===== src/rtl/shared_arb_pkg.sv =====
// Shared types and constants for the shared-memory round-robin arbiter.
package shared_arb_pkg;

  // Arbiter FSM: idle/grant cycle, then a single memory access cycle.
  typedef enum logic [0:0] {
    StIdle   = 1'b0,
    StAccess = 1'b1
  } arb_state_e;

  // Width of the shared-memory address and data buses.
  localparam int unsigned DataW = 32;

  // Per-core grant statistics counters (optional feature).
  localparam int unsigned CntW = 16;
  localparam logic [CntW-1:0] CntMax = 16'hFFFF;

  // Index width for a core count; never below 1 bit.
  function automatic int unsigned idx_w(input int unsigned n);
    return (n > 1) ? $clog2(n) : 1;
  endfunction

endpackage


===== src/rtl/rr_picker.sv =====
// Combinational round-robin picker: first asserted request scanning upward
// from ptr, wrapping modulo N_CORES.
module rr_picker
  import shared_arb_pkg::*;
#(
  parameter int unsigned N_CORES = 4,
  parameter int unsigned IDX_W   = idx_w(N_CORES)
) (
  input  logic [N_CORES-1:0] req,
  input  logic [IDX_W-1:0]   ptr,
  output logic               valid,
  output logic [IDX_W-1:0]   idx
);

  int unsigned cand;

  // Scan offsets 0..N_CORES-1 from ptr; the first hit wins.
  always_comb begin
    valid = 1'b0;
    idx   = '0;
    cand  = 0;
    for (int unsigned i = 0; i < N_CORES; i++) begin
      cand = int'(ptr) + i;
      if (cand >= N_CORES) begin
        cand = cand - N_CORES;
      end
      if (!valid && req[cand]) begin
        valid = 1'b1;
        idx   = IDX_W'(cand);
      end
    end
  end

endmodule


===== src/rtl/shared_mem_arbiter.sv =====
// Round-robin arbiter serialising single-cycle core requests onto one shared
// data memory port. Optional per-core grant counters under SHARED_ARB_STATS_EN.
module shared_mem_arbiter
  import shared_arb_pkg::*;
#(
  parameter int unsigned N_CORES = 4,
  parameter int unsigned ADDR_W  = DataW
) (
  input  logic                      clk,
  input  logic                      reset_n,
  input  logic [N_CORES-1:0]        core_req,
  input  logic [N_CORES-1:0]        core_we,
  input  logic [N_CORES*ADDR_W-1:0] core_addr,
  input  logic [N_CORES*ADDR_W-1:0] core_wdata,
  output logic [N_CORES-1:0]        core_ack,
  output logic [ADDR_W-1:0]         core_rdata,
  output logic                      mem_read,
  output logic                      mem_write,
  output logic                      sharedAccess,
  output logic [ADDR_W-1:0]         address,
  output logic [ADDR_W-1:0]         data_in,
  input  logic [ADDR_W-1:0]         data_out
`ifdef SHARED_ARB_STATS_EN
  ,
  output logic [N_CORES*CntW-1:0]   grant_cnt
`endif
);

  localparam int unsigned IdxW = idx_w(N_CORES);
  localparam logic [IdxW-1:0] LastIdx = IdxW'(N_CORES - 1);

  arb_state_e           state_q, state_d;
  logic [IdxW-1:0]      ptr_q, ptr_d;
  logic [IdxW-1:0]      idx_q, idx_d;
  logic                 we_q, we_d;
  logic [ADDR_W-1:0]    addr_q, addr_d;
  logic [ADDR_W-1:0]    wdata_q, wdata_d;
  logic [N_CORES-1:0]   ack_q, ack_d;
  logic [ADDR_W-1:0]    rdata_q, rdata_d;

  logic [N_CORES-1:0]   eligible;
  logic                 pick_valid;
  logic [IdxW-1:0]      pick_idx;

  // The core being acked still holds its request this cycle; hide it so it
  // is not granted twice.
  assign eligible = core_req & ~ack_q;

  rr_picker #(
    .N_CORES (N_CORES),
    .IDX_W   (IdxW)
  ) u_rr_picker (
    .req   (eligible),
    .ptr   (ptr_q),
    .valid (pick_valid),
    .idx   (pick_idx)
  );

  // Next-state: latch the picked request in idle, complete it in access.
  always_comb begin
    state_d = state_q;
    ptr_d   = ptr_q;
    idx_d   = idx_q;
    we_d    = we_q;
    addr_d  = addr_q;
    wdata_d = wdata_q;
    ack_d   = '0;
    rdata_d = rdata_q;
    unique case (state_q)
      StIdle: begin
        if (pick_valid) begin
          idx_d   = pick_idx;
          we_d    = core_we[pick_idx];
          addr_d  = core_addr[int'(pick_idx)*ADDR_W +: ADDR_W];
          wdata_d = core_wdata[int'(pick_idx)*ADDR_W +: ADDR_W];
          state_d = StAccess;
        end
      end
      StAccess: begin
        ack_d[idx_q] = 1'b1;
        if (!we_q) begin
          rdata_d = data_out;
        end
        ptr_d   = (idx_q == LastIdx) ? '0 : idx_q + 1'b1;
        state_d = StIdle;
      end
      default: begin
        state_d = StIdle;
      end
    endcase
  end

  // State and datapath registers.
  always_ff @(posedge clk or negedge reset_n) begin
    if (!reset_n) begin
      state_q <= StIdle;
      ptr_q   <= '0;
      idx_q   <= '0;
      we_q    <= 1'b0;
      addr_q  <= '0;
      wdata_q <= '0;
      ack_q   <= '0;
      rdata_q <= '0;
    end else begin
      state_q <= state_d;
      ptr_q   <= ptr_d;
      idx_q   <= idx_d;
      we_q    <= we_d;
      addr_q  <= addr_d;
      wdata_q <= wdata_d;
      ack_q   <= ack_d;
      rdata_q <= rdata_d;
    end
  end

  // Strobes decode straight from the state register so an async reset
  // removes them immediately.
  always_comb begin
    sharedAccess = (state_q == StAccess);
    mem_read     = sharedAccess & ~we_q;
    mem_write    = sharedAccess & we_q;
    address      = addr_q;
    data_in      = wdata_q;
    core_ack     = ack_q;
    core_rdata   = rdata_q;
  end

`ifdef SHARED_ARB_STATS_EN
  logic [CntW-1:0] cnt_q [N_CORES];

  // Saturating grant counters; bump on the edge that raises core_ack[idx].
  always_ff @(posedge clk or negedge reset_n) begin
    if (!reset_n) begin
      for (int unsigned k = 0; k < N_CORES; k++) begin
        cnt_q[k] <= '0;
      end
    end else if (state_q == StAccess && cnt_q[idx_q] != CntMax) begin
      cnt_q[idx_q] <= cnt_q[idx_q] + 1'b1;
    end
  end

  for (genvar g = 0; g < N_CORES; g++) begin : g_cnt_out
    assign grant_cnt[g*CntW +: CntW] = cnt_q[g];
  end
`endif

endmodule


===== config.mk =====
export PLATFORM = sky130hd
export DESIGN_NAME = shared_mem_arbiter
export DESIGN_NICKNAME = d
export VERILOG_FILES = /design/src/rtl/shared_arb_pkg.sv /design/src/rtl/rr_picker.sv /design/src/rtl/shared_mem_arbiter.sv
export SDC_FILE = /design/constraint.sdc
export NUM_CORES = 1
export LEC_CHECK = 0
export CAP_MARGIN = 20
export CORE_AREA = 2 2 157 159
export CTS_BUF_LIST = sky130_fd_sc_hd__clkbuf_8
export DETAILED_ROUTE_END_ITERATION = 16
export DIE_AREA = 0 0 159 161
export DONT_BUFFER_PORTS = 1
export SLEW_MARGIN = 10
export SYNTH_ARGS = -nofsm -noshare
export SYNTH_HDL_FRONTEND = slang
export SYNTH_HIERARCHICAL = 1
export SYNTH_SLANG_ARGS = --single-unit

===== constraint.sdc =====
create_clock -name clk -period 3 [get_ports clk]
set_input_delay 0.75 -clock clk [delete_from_list [all_inputs] [get_ports clk]]
set_output_delay 0.75 -clock clk [all_outputs]
set_load 0.005 [all_outputs]

## Yosys cells after proc, flatten, opt, wreduce, memory -nomap -nowiden

Index checks and enable logic that the tools add are counted.
W data, S select, Z words.

| storage, ports and cells | value |
|---|---|
| register bits | 106 |
| bits in latches | 0 |
| RAM bits | 0 |
| bits in read-only memories | 0 |
| input port bits | 298 |
| output and inout bits | 103 |
| word-level logic and storage cells | 73 |
| memories kept | 0 |

| operators by class | value |
|---|---|
| add/sub/neg operators | 8 |
| $mul | 0 |
| div/mod/pow operators | 0 |
| $lt $le $gt $ge | 11 |
| eq/ne operators | 1 |
| shift-type cells | 2 |
| multiplexer cells | 28 |
| bitwise gates (word level) | 6 |
| reduce and logical (&&, ||, !) cells | 9 |

Operator list:

| cell | number |
|---|---|
| $shiftx A128 B8 Y32 | 2 |
| $lt A32 B3 Y1 const B | 4 |
| $mux W32 | 4 |
| $ge A32 B3 Y1 const B | 3 |
| $sub A32 B3 Y32 const B | 3 |
| $mux W1 | 11 |
| $bmux W1 S2 | 5 |
| $mux W2 | 5 |
| $add A2 B2 Y3 const B | 2 |
| $lt A2 B3 Y1 const B | 2 |
| $and A4 B4 Y4 | 1 |
| $logic_and A1 B1 Y1 | 4 |
| $mux W4 | 1 |
| $not A4 Y4 | 1 |
| $reduce_and A2 Y1 | 2 |
| $sub A2 B3 Y4 const B | 1 |
| $add A2 B1 Y3 const B | 1 |
| $ge A2 B3 Y1 const B | 1 |
| $logic_not A1 Y1 | 3 |
| $add A2 B1 Y2 const B | 1 |
| $and A1 B1 Y1 | 2 |
| $demux W1 S2 | 1 |
| $eq A2 B2 Y1 const B | 1 |
| $ge A2 B1 Y1 const B | 1 |
| 2 further kinds | 3 |

## Depth between registers and ports, before layout

Gate-level depths: netlist (run 1).

| logic depth | value |
|---|---|
| depth after elaboration | 16 |
| depth in mapped cells | 8 |
| mapped depth without buffers | 6 |

## Hierarchy

Netlist (run 1), hierarchy kept.

Modules (own cells, without submodules):

| module | instances | cells each | area an instance (µm²) | sequential area each (µm²) |
|---|---|---|---|---|
| shared_mem_arbiter | 1 | 316 | 5,539.1 | 2,652.5 |
| rr_picker | 1 | 15 | 77.6 | 0.0 |

## Worst setup path before layout (run 1)

Ideal clock, no wire load.

| path | value |
|---|---|
| path type | input port to flip-flop |
| start point | in core_req[1] |
| end point | reg addr_q[28] (netlist: address[28]) |
| library setup time | 125 ps |
| arrival time | 2,668 ps |
| required time | 2,875 ps |
| setup slack | 207 ps |
| stages on the path | 8 |
| path buffers | 2 |
| path through | nor2b_1 inv_1 a221o_1 a21oi_1 buf_6 buf_6 mux4_2 mux2_2 |

| on the way | value |
|---|---|
| word-level cells in the longest chain between the ends | 14 |
| elaborated cells between the ends (all ways) | 25 |
| classes of those cells | shift: 1; mux: 16; bitwise: 1; reduce/logical: 7 |

RTL lines:

| what | RTL line | source |
|---|---|---|
| from (decl) | shared_mem_arbiter.sv:11 | `input logic [N_CORES-1:0] core_req,` |
| $and A4 B4 Y4 * | shared_mem_arbiter.sv:47 | `assign eligible = core_req & ~ack_q;` |
| $bmux W1 S2 | rr_picker.sv:27 | `if (!valid && req[cand]) begin` |
| $mux W1 (not written as such) | rr_picker.sv:27 |  |
| $mux W1 | rr_picker.sv:27 |  |
| $logic_not A1 Y1 | rr_picker.sv:27 |  |
| $logic_and A1 B1 Y1 | rr_picker.sv:27 |  |
| $mux W1 | rr_picker.sv:27 |  |
| $logic_not A1 Y1 | rr_picker.sv:27 |  |
| $logic_and A1 B1 Y1 | rr_picker.sv:27 |  |
| $mux W1 | rr_picker.sv:27 |  |
| $logic_not A1 Y1 | rr_picker.sv:27 |  |
| $logic_and A1 B1 Y1 | rr_picker.sv:27 |  |
| $mux W2 * | rr_picker.sv:27 |  |
| named net pick_idx[0] | shared_mem_arbiter.sv:43 | `logic [IdxW-1:0] pick_idx;` |
| $shiftx A128 B8 Y32 * | shared_mem_arbiter.sv:74 | `addr_d = core_addr[int'(pick_idx)*ADDR_W +: ADDR_W];` |
| to (signal assigned) | shared_mem_arbiter.sv:109 | `addr_q <= addr_d;` |
| to (decl) | shared_mem_arbiter.sv:36 | `logic [ADDR_W-1:0] addr_q, addr_d;` |

Mark *: on every way through the listed nets, which the timed path passes. The rest lies on a longest branch. The select of a mux whose other input is x is not followed.
A chain may end at the register's enable or synchronous reset.

## Final worst setup path (run 1)

| path | value |
|---|---|
| start point | reg ack_q[1] (netlist: core_ack[1]) |
| end point | reg wdata_q[11] (netlist: data_in[11]) |

| on the way | value |
|---|---|
| word-level cells in the longest chain between the ends | 15 |
| elaborated cells between the ends (all ways) | 26 |
| classes of those cells | shift: 1; mux: 16; bitwise: 2; reduce/logical: 7 |

RTL lines:

| what | RTL line | source |
|---|---|---|
| from (decl) | shared_mem_arbiter.sv:38 | `logic [N_CORES-1:0] ack_q, ack_d;` |
| from (signal assigned) | shared_mem_arbiter.sv:111 | `ack_q <= ack_d;` |
| $not A4 Y4 * | shared_mem_arbiter.sv:47 |  |
| $and A4 B4 Y4 * | shared_mem_arbiter.sv:47 |  |
| named net eligible[1] | shared_mem_arbiter.sv:41 | `logic [N_CORES-1:0] eligible;` |
| $bmux W1 S2 | rr_picker.sv:27 |  |
| $mux W1 (not written as such) | rr_picker.sv:27 |  |
| $mux W1 | rr_picker.sv:27 |  |
| $logic_not A1 Y1 | rr_picker.sv:27 |  |
| $logic_and A1 B1 Y1 | rr_picker.sv:27 |  |
| $mux W1 | rr_picker.sv:27 |  |
| $logic_not A1 Y1 | rr_picker.sv:27 |  |
| $logic_and A1 B1 Y1 | rr_picker.sv:27 |  |
| $mux W1 | rr_picker.sv:27 |  |
| $logic_not A1 Y1 | rr_picker.sv:27 |  |
| $logic_and A1 B1 Y1 | rr_picker.sv:27 |  |
| $mux W2 * | rr_picker.sv:27 |  |
| named net pick_idx[0] | shared_mem_arbiter.sv:43 |  |
| $shiftx A128 B8 Y32 * | shared_mem_arbiter.sv:75 | `wdata_d = core_wdata[int'(pick_idx)*ADDR_W +: ADDR_W];` |
| to (signal assigned) | shared_mem_arbiter.sv:110 | `wdata_q <= wdata_d;` |
| to (decl) | shared_mem_arbiter.sv:37 | `logic [ADDR_W-1:0] wdata_q, wdata_d;` |

Marks and branches as above.

==> out/results.md, run 1 <==
* finished, final reports clean — result of the run
* 3 — deepest level of the CTS H-tree
* yes — TritonCTS clock tree
* 0.00231 uW — Pleak
* 25600 um2 — die footprint
* flop — CP Capture Type
* 57 — total number of placement rows
* nor2b_1 > inv_1 > a221o_1 > a21oi_4 > buf_12 > mux4_2 > mux2_2 — cells along the critical path
* 6 — Yosys Warn Count
* sky130_fd_sc_hd__dfrtp_1 — most common cell after layout, fill and taps aside
* 0.260 — core utilization of the finished layout
* 0.475 — proportion of power drawn by combinational gates
* 159 um — die span in x
* sky130_fd_sc_hd__clkbuf_8 — CTS Root Cell
* multiplexers — family with the most delay on the worst path
* 0.882 — post-route clock period utilization
* 0.354 — switch share
* 24000 um2 — Core Box Area
* 5620 um2 — synthesized cell area
* 0 — CTS Hold Bufs
* 0 — Remaining Overflow, GRT
* 19 — Yosys cell types
* 0.398 — register share of total power
* 11.1% — area grow syn2layout
* 0.525 ns — slew at the pin with the worst max-slew slack
* 0 — buffers inserted by post-CTS timing repair
* sky130_fd_sc_hd__dfrtp_1 — prevailing post-synth register cell
* 625 — total number of nets in the final design
* 493 uV — worst vdd ir
* reg2reg — classification of the worst setup path
* 15800 um — DRT Wirelength
* 0.588 — share of cells above drive strength 1
* 331 — Synth Instances
* 1150 nW/um2 — power density over the cells
* 17.0 um2 — Avg Cell Area, Syn
* 0 ns — setup total negative slack
* 24.0 um — Avg WL per Cell
* 106 — number of synthesized register bits
* 2472 — filler cell count
* 2 — crit path buf inv count
* 0 — EDFF count, synth
* 2530 uW — switching pwr
* 0 — # DRC
* 106 — clock sink count
* 7 — r2r worst-path depth
* 3.28 ns — data required time of the worst path
* 633 — Net Count, Synth
* 0.234 — initial cell density of the core
* 0 — post-CTS resize count
* 401 — I/O pin total
* 0.378 GHz — Highest Clock Rate
* 0.650 — normalized max-slew margin
* 2.92 ns — WP data arrival
* 9 — TritonCTS Buffers
* 0.127 — power share of the clock group
* 0.472 — register area share after synthesis
* 0.39 ns — Clk Latency, worst-skew pair
* 0.0201 ns — clk_skew
* 107 — maximum number of pins on one net before global-route repair
* no — setup repair after global routing missed its margin
* 0.0547 ns — Worst Hold Slack
* 106 x sky130_fd_sc_hd__dfrtp_1, 101 x sky130_fd_sc_hd__mux2_2, 65 x sky130_fd_sc_hd__mux4_2, 10 x sky130_fd_sc_hd__clkbuf_8, 6 x sky130_fd_sc_hd__inv_1 — commonest non-fill, non-tap cells in the layout
* 1.00 — fraction of registers with async set or reset after synthesis
* 3691 — vias in the first global route
* 2 — buffer levels on the longest clock path
* 0.844 — Routability Congestion
* 0 — total setup violations reported at the end of the flow
* 161 um — height of the chip
* 4 — first-pass iteration count of the detailed router
* 3205 — total vias in the final route
* in2async — hold crit path type
* 0 — number of nets with antenna violations after detailed routing
* 0.118 — global routing usage summed across all routing layers
* 0 — number of violations of the max-capacitance limit
* 0 — number of I/O port buffers
* 22700 um — global-route wire length before repair
* 7 — WP depth
* 0 — count of endpoints failing hold in the final timing report
* 2.65 ns — clock period minus worst slack
* 4620 uW — cell internal power dissipation
* 6 — antenna violations before repair
* 4.87 — via/cell ratio
* 0.55 ns — Largest stage delay, worst path
* 0.11 ns — clock input transition at the sequential cells of the worst setup and hold paths
* flop — Setup crit start kind
* sky130_fd_sc_hd__mux4_2 — Critical-path top delay cell
* 0 — pins over their slew limit
* 36 — maximum net fanout on the critical path
* 194 — violation count after the first detailed-route iteration
* 12100 um — placed wire-length estimate
## flip-flops by register name (all words and copies together), names as in the netlist
| name | count |
|---|---|
| address | 32 |
| data_in | 32 |
| sharedAccess | 1 |
| ptr_q | 2 |
| core_ack | 4 |
| idx_q | 2 |
| core_rdata | 32 |
| we_q | 1 |
## cells in the mapped netlist, types with 2 or more instances
master | instances | area (um2)
sky130_fd_sc_hd__buf_1 | 2 | 7.51
sky130_fd_sc_hd__nor2_1 | 2 | 7.51
sky130_fd_sc_hd__mux4_2 | 65 | 1460
sky130_fd_sc_hd__mux2_2 | 101 | 1140
sky130_fd_sc_hd__clkbuf_1 | 3 | 11.3
sky130_fd_sc_hd__buf_2 | 16 | 80.1
sky130_fd_sc_hd__buf_6 | 5 | 56.3
sky130_fd_sc_hd__a21oi_1 | 4 | 20.0
sky130_fd_sc_hd__inv_1 | 6 | 22.5
sky130_fd_sc_hd__nor2b_1 | 6 | 37.5
sky130_fd_sc_hd__dfrtp_1 | 106 | 2650
sky130_fd_sc_hd__ha_1 | 4 | 50.1
sky130_fd_sc_hd__and2_1 | 5 | 31.3
## routing by layer
layer	vias to the layer above	wire, um	GRT usage
met2	252	8630	0.214
met5	-	0	0
met3	17	1560	0.0460
li1	1283	-	-
met4	0	359	0.0545
met1	1653	5280	0.119
## layout make-up
cell class | instances | area [um2] | area share
multi-input combinational | 192 | 2820 | 0.452
sequential | 106 | 2650 | 0.425
tap | 324 | 405 | 0.0650
clock buffer | 10 | 138 | 0.0221
timing repair buffer | 7 | 125 | 0.0201
clock inverter | 6 | 57.6 | 0.00922
inverter | 7 | 26.3 | 0.00421
antenna | 6 | 15.0 | 0.00241
## through the flow
step	setup slack (ns)	power [uW]	cell area [um2]	instances
2_1_floorplan	0.207	5610	5620	331
3_5_place_dp	0.0140	6350	5990	634
3_3_place_gp	0.104	6140	5990	634
6_report	0.355	7160	6240	658
4_1_cts	0.343	7280	6190	650
5_1_grt	0.202	7680	6240	658
## power by group through the flow
stage,registers (uW),logic (uW),clock network [uW]
global route,2950,3700,1030
CTS,2860,3460,964
detailed placement,2890,3460,0
floorplan,2640,2970,0
finish,2850,3400,905
global placement,2880,3260,0
## path summary, 6_finish.rpt
| path | slack (ns) | startpoint | to |
|---|---|---|---|
| worst max-delay path | 0.35 | core_ack[1]$_DFF_PN0_ | data_in[11]$_DFFE_PN0P_ |
| worst min-delay path | 0.05 | reset_n | core_rdata[11]$_DFFE_PN0P_ |
| worst max register to register | 0.35 | core_ack[1]$_DFF_PN0_ | data_in[11]$_DFFE_PN0P_ |
| worst min register to register | 0.54 | core_rdata[23]$_DFFE_PN0P_ | core_rdata[23]$_DFFE_PN0P_ |
| max in group asynchronous | 2.20 | reset_n | sharedAccess$_DFF_PN0_ |
| min in group clk | 0.51 | data_out[10] | core_rdata[10]$_DFFE_PN0P_ |
## cell families (layout without fill, tap and decap cells)
logic type	count (synthesis)	in the layout	synth area share
multiplexers	166	166	0.463
flip-flops	106	106	0.472
adder cells (fa/ha/maj)	4	4	0.00891
AND/OR/NAND/NOR	15	15	0.0156
AO/OA/AOI/OAI	7	7	0.00780
buffers and inverters	33	30	0.0323
other	0	6	0
Note: power is estimated with default switching activity, not from simulation.
==> run 2, diff against run 1 <==
- CORE_AREA: 2 2 157 159 -> 4 4 155 157
==> out/results.md, run 2 (synthesized netlist as in run 1, its figures left out) <==
* finished, final reports clean — result of the run
* 0 — post-CTS resize count
* 0 ns — setup total negative slack
* 38 — maximum net fanout on the critical path
* 0.11 ns — clock input transition at the sequential cells of the worst setup and hold paths
* 0.277 — core utilization of the finished layout
* 3774 — vias in the first global route
* 7230 uW — Overall Power
* 27.7 um — Avg WL per Cell
* 2.65 ns — clock period minus worst slack
* 0 — # DRC
* 545 uV — worst vdd ir
* 161 um — height of the chip
* 0.129 — global routing usage summed across all routing layers
* 0.0239 ns — clk_skew
* 9 — TritonCTS Buffers
* 0.250 — initial cell density of the core
* 0 — count of endpoints failing hold in the final timing report
* 106 — clock sink count
* nor2b_1 > inv_1 > a221o_1 > a21oi_4 > buf_12 > mux4_2 > mux2_2 — cells along the critical path
* 0.883 — post-route clock period utilization
* 0.476 — normalized max-slew margin
* 1160 nW/um2 — power density over the cells
* 0 — number of violations of the max-capacitance limit
* no — setup repair after global routing missed its margin
* 2 — buffer levels on the longest clock path
* 629 — total number of nets in the final design
* 0.0576 ns — Worst Hold Slack
* 5.18 — via/cell ratio
* 25600 um2 — die footprint
* 0.55 ns — Largest stage delay, worst path
* 4 — first-pass iteration count of the detailed router
* 55 — total number of placement rows
* sky130_fd_sc_hd__mux4_2 — Critical-path top delay cell
* 0.584 — share of cells above drive strength 1
* -0.00271 ns — Post-Place Setup Slack
* 0.785 ns — slew at the pin with the worst max-slew slack
* 7 — r2r worst-path depth
* 13200 um — placed wire-length estimate
* 0.35 ns — flop-to-flop setup slack
* 0.40 ns — Clk Latency, worst-skew pair
* yes — TritonCTS clock tree
* 0 — pins over their slew limit
* 0.784 — Routability Congestion
* 3210 — total vias in the final route
* 3.27 ns — data required time of the worst path
* 22500 um2 — Core Box Area
* in2async — hold crit path type
* 191 — violation count after the first detailed-route iteration
* 0 — number of I/O port buffers
* 0 — total setup violations reported at the end of the flow
* 10.9% — area grow syn2layout
* 159 um — die span in x
* 3 — deepest level of the CTS H-tree
* 0.377 GHz — Highest Clock Rate
* 0 — number of nets with antenna violations after detailed routing
* 4 — antenna violations before repair
* data_in[25]$_DFFE_PN0P_ — FF-to-FF End
* reg2reg — classification of the worst setup path
* 0.00234 uW — Pleak
* 0 — Remaining Overflow, GRT
* flop — CP Capture Type
* flop — Setup crit start kind
* sky130_fd_sc_hd__clkbuf_8 — CTS Root Cell
* 17200 um — DRT Wirelength
* sky130_fd_sc_hd__dfrtp_1 — most common cell after layout, fill and taps aside
* 106 x sky130_fd_sc_hd__dfrtp_1, 101 x sky130_fd_sc_hd__mux2_2, 65 x sky130_fd_sc_hd__mux4_2, 9 x sky130_fd_sc_hd__clkbuf_8, 6 x sky130_fd_sc_hd__inv_1 — commonest non-fill, non-tap cells in the layout
* 401 — I/O pin total
* core_ack[1]$_DFF_PN0_ — reg-to-reg critical path startpoint
* 2.92 ns — WP data arrival
* 68 — maximum number of pins on one net before global-route repair
* 0.351 ns — PnR worst setup slack
* 25100 um — global-route wire length before repair
run 2: cell count changes in the layout (fill, tap and decap cells not counted), sizes merged:
cell / change
buf: +1
dlygate4sd3: +3
clkbuf: -1
diode: -3
clkinvlp: -2
clkinv: +3
run 2: per-layer routing:
layer / vias to the layer above / track usage / wire length, um
li1: 1284 / - / -
met1: 1634 / 0.133 / 5560
met2: 268 / 0.222 / 9010
met3: 22 / 0.0612 / 2110
met4: 2 / 0.0604 / 462
met5: - / 0 / 19
run 2: what timing repair did:
| item | CTS | global route |
|---|---|---|
| hold buffers | 4 | 1 |
| setup buffers | 0 | 0 |
| endpoints found under the hold margin | 30 | 10 |
run 2: stage by stage:
stage | instances | instance area, um2
2_1_floorplan | 331 | 5620
3_3_place_gp | 596 | 5950
3_5_place_dp | 596 | 5950
4_1_cts | 616 | 6210
5_1_grt | 620 | 6230
6_report | 620 | 6230
run 2: area by class of cell:
type                            instances  area, um2
Clock inverter                          7       88.8
Multi-Input combinational cell        192       2820
Antenna cell                            3       7.51
Fill cell                            2232      16300
Timing Repair Buffer                   11        155
Inverter                                7       26.3
Tap cell                              285        357
Clock buffer                            9        124
Sequential cell                       106       2650
run 2: power by group:
| part | leakage [uW] | internal (uW) | total (uW) | switching (uW) |
|---|---|---|---|---|
| logic | 0.000987 | 2100 | 3440 | 1350 |
| registers | 0.00125 | 2190 | 2850 | 653 |
| clock network | 0.000107 | 342 | 944 | 602 |
run 2: how the worst max path moves through the flow:
stage | startpoint | end | slack [ns]
after floorplan | core_req[1] | address[28]$_DFFE_PN0P_ | 0.21
after global placement | core_req[1] | we_q$_DFFE_PN0P_ | 0.04
after detailed placement | core_req[1] | we_q$_DFFE_PN0P_ | -0.003
after CTS | core_ack[1]$_DFF_PN0_ | we_q$_DFFE_PN0P_ | 0.31
after global routing | core_ack[1]$_DFF_PN0_ | we_q$_DFFE_PN0P_ | 0.22
final | core_ack[1]$_DFF_PN0_ | data_in[25]$_DFFE_PN0P_ | 0.35
run 2: worst max-delay path: cells and delay by family, from the launching register on:
kind | cells | cell delay [ns]
AOI/OAI and AO/OA | 2 | 0.62
buffers and inverters | 2 | 0.38
DFF | 1 | 0.44
muxes | 2 | 0.83
and+or+nand+nor | 1 | 0.21
==> run 3, diff against run 2 <==
- GPL_TIMING_DRIVEN: unset -> 0
==> out/results.md, run 3 (synthesized netlist as in run 1, its figures left out) <==
* 0 ns — setup total negative slack
* 0.00237 uW — Pleak
* 2.84 ns — clock period minus worst slack
* 106 x sky130_fd_sc_hd__dfrtp_1, 101 x sky130_fd_sc_hd__mux2_2, 65 x sky130_fd_sc_hd__mux4_2, 17 x sky130_fd_sc_hd__buf_2, 9 x sky130_fd_sc_hd__clkbuf_8 — commonest non-fill, non-tap cells in the layout
* 145 — violation count after the first detailed-route iteration
* 401 — I/O pin total
* sky130_fd_sc_hd__buf_6 — most used cell along the critical path
* 0.0199 ns — clk_skew
* flop — Setup crit start kind
* 0 — # DRC
* 0 — number of nets with antenna violations after detailed routing
* 0.947 — post-route clock period utilization
* sky130_fd_sc_hd__clkbuf_8 — CTS Root Cell
* 1170 nW/um2 — power density over the cells
* 0.582 ns — slew at the pin with the worst max-slew slack
* 7290 uW — Overall Power
* multiplexers — family with the most delay on the worst path
* 0.250 — initial cell density of the core
* 0 — Remaining Overflow, GRT
* 0 — number of I/O port buffers
* 5.17 — via/cell ratio
* sky130_fd_sc_hd__dfrtp_1 — most common cell after layout, fill and taps aside
* 0.0508 ns — Worst Hold Slack
* flop — CP Capture Type
* 0.134 — global routing usage summed across all routing layers
* 4 — first-pass iteration count of the detailed router
* 0.799 — Routability Congestion
* 0.11 ns — clock input transition at the sequential cells of the worst setup and hold paths
* yes — TritonCTS clock tree
* data_in[17]$_DFFE_PN0P_ — FF-to-FF End
* 349 uV — worst vdd ir
* 0.352 GHz — Highest Clock Rate
* 645 — total number of nets in the final design
* core_ack[1]$_DFF_PN0_ — reg-to-reg critical path startpoint
* in2async — hold crit path type
* 3.25 ns — data required time of the worst path
* 107 — maximum number of pins on one net before global-route repair
* no — setup repair after global routing missed its margin
* 0.598 — share of cells above drive strength 1
* 9 — TritonCTS Buffers
* 3 — crit path buf inv count
* 0.38 ns — Clk Latency, worst-skew pair
* 3 — deepest level of the CTS H-tree
* 10 — maximum net fanout on the critical path
* finished, final reports clean — result of the run
* 0.53 ns — Largest stage delay, worst path
* 25700 um — global-route wire length before repair
* 106 — clock sink count
* 2 — buffer levels on the longest clock path
* 0 — count of endpoints failing hold in the final timing report
* 28.4 um — Avg WL per Cell
* 0 — pins over their slew limit
* 3842 — vias in the first global route
* 0.16 ns — flop-to-flop setup slack
* 0 — number of violations of the max-capacitance limit
* 159 um — die span in x
* reg2reg — classification of the worst setup path
* 0 — buffers inserted by post-CTS timing repair
* nor2b_1 > inv_1 > a221o_1 > a21oi_2 > buf_6 > buf_6 > mux4_2 > mux2_2 — cells along the critical path
* 22500 um2 — Core Box Area
* 14600 um — placed wire-length estimate
* 8 — r2r worst-path depth
* 18000 um — DRT Wirelength
* 10.7% — area grow syn2layout
* 3288 — total vias in the final route
* 6 — antenna violations before repair
* 55 — total number of placement rows
* 161 um — height of the chip
* 3.10 ns — WP data arrival
* 0.612 — normalized max-slew margin
* 0 — total setup violations reported at the end of the flow
* 25600 um2 — die footprint
* 8 — WP depth
* sky130_fd_sc_hd__mux4_2 — Critical-path top delay cell
run 3: cell count changes in the layout (fill, tap and decap cells not counted), moves of 2 or more:
| cell | before | now |
|---|---|---|
| sky130_fd_sc_hd__a21oi_4 | 2 | 0 |
| sky130_fd_sc_hd__buf_12 | 5 | 0 |
| sky130_fd_sc_hd__buf_2 | 0 | 17 |
| sky130_fd_sc_hd__buf_4 | 2 | 0 |
| sky130_fd_sc_hd__buf_6 | 0 | 5 |
| sky130_fd_sc_hd__clkbuf_1 | 0 | 3 |
| sky130_fd_sc_hd__clkinv_4 | 0 | 2 |
| sky130_fd_sc_hd__dlygate4sd3_1 | 4 | 0 |
| sky130_fd_sc_hd__nor2b_1 | 4 | 6 |
| sky130_fd_sc_hd__nor2b_4 | 2 | 0 |
run 3: timing repair:
item | CTS | global route
hold buffers | 0 | 1
gates resized for setup | 2 | 1
cloned | 0 | 0
setup endpoints to repair | 4 | 9
endpoints found under the hold margin | 0 | 58
run 3: worst register-to-register path, cell delays in order (launching register included):
cell and delay (ns):
sky130_fd_sc_hd__dfrtp_1 0.44, sky130_fd_sc_hd__nor2b_1 0.28, sky130_fd_sc_hd__inv_1 0.10, sky130_fd_sc_hd__a221o_1 0.37
sky130_fd_sc_hd__a21oi_2 0.22, sky130_fd_sc_hd__buf_6 0.26, sky130_fd_sc_hd__buf_6 0.25, sky130_fd_sc_hd__mux4_2 0.53
sky130_fd_sc_hd__mux2_2 0.27
run 3: area by class of cell:
class	instances	area, um2
clock inverter	7	78.8
buffer	26	158
timing repair buffer	1	27.5
tap	285	357
antenna	3	7.51
clock buffer	9	124
fill	2264	16300
multi-input combinational	192	2790
inverter	7	26.3
sequential	106	2650
run 3: metal layers:
layer	share of wire	track usage
met5	0.0030	0
met4	0.024	0.0513
met3	0.11	0.0648
met2	0.54	0.237
met1	0.33	0.136
run 3: power by group:
part / switching (uW) / internal (uW)
sequential: 662 / 2190
clock: 571 / 331
combinational: 1430 / 2110
total: 2660 / 4630
run 3: worst max path at each step:
stage                                from                 endpoint  slack (ns)
global route        core_ack[1]$_DFF_PN0_  data_in[21]$_DFFE_PN0P_        0.01
floorplan                     core_req[1]  address[28]$_DFFE_PN0P_        0.21
CTS                 core_ack[2]$_DFF_PN0_   address[4]$_DFFE_PN0P_        0.04
detailed placement            core_req[2]  data_in[17]$_DFFE_PN0P_       -0.34
finish              core_ack[1]$_DFF_PN0_  data_in[17]$_DFFE_PN0P_        0.16
global placement              core_req[2]  data_in[17]$_DFFE_PN0P_       -0.29
run 3: stage by stage:
| step | utilization | worst slack, ns | instance area, um2 | cells |
|---|---|---|---|---|
| detailed placement | 0.265 | -0.343 | 5970 | 616 |
| global route | 0.276 | 0.0149 | 6210 | 635 |
| CTS | 0.275 | 0.0423 | 6180 | 632 |
| finish | 0.276 | 0.158 | 6220 | 636 |
| floorplan | - | 0.207 | 5620 | 331 |
| global placement | 0.265 | -0.287 | 5970 | 616 |
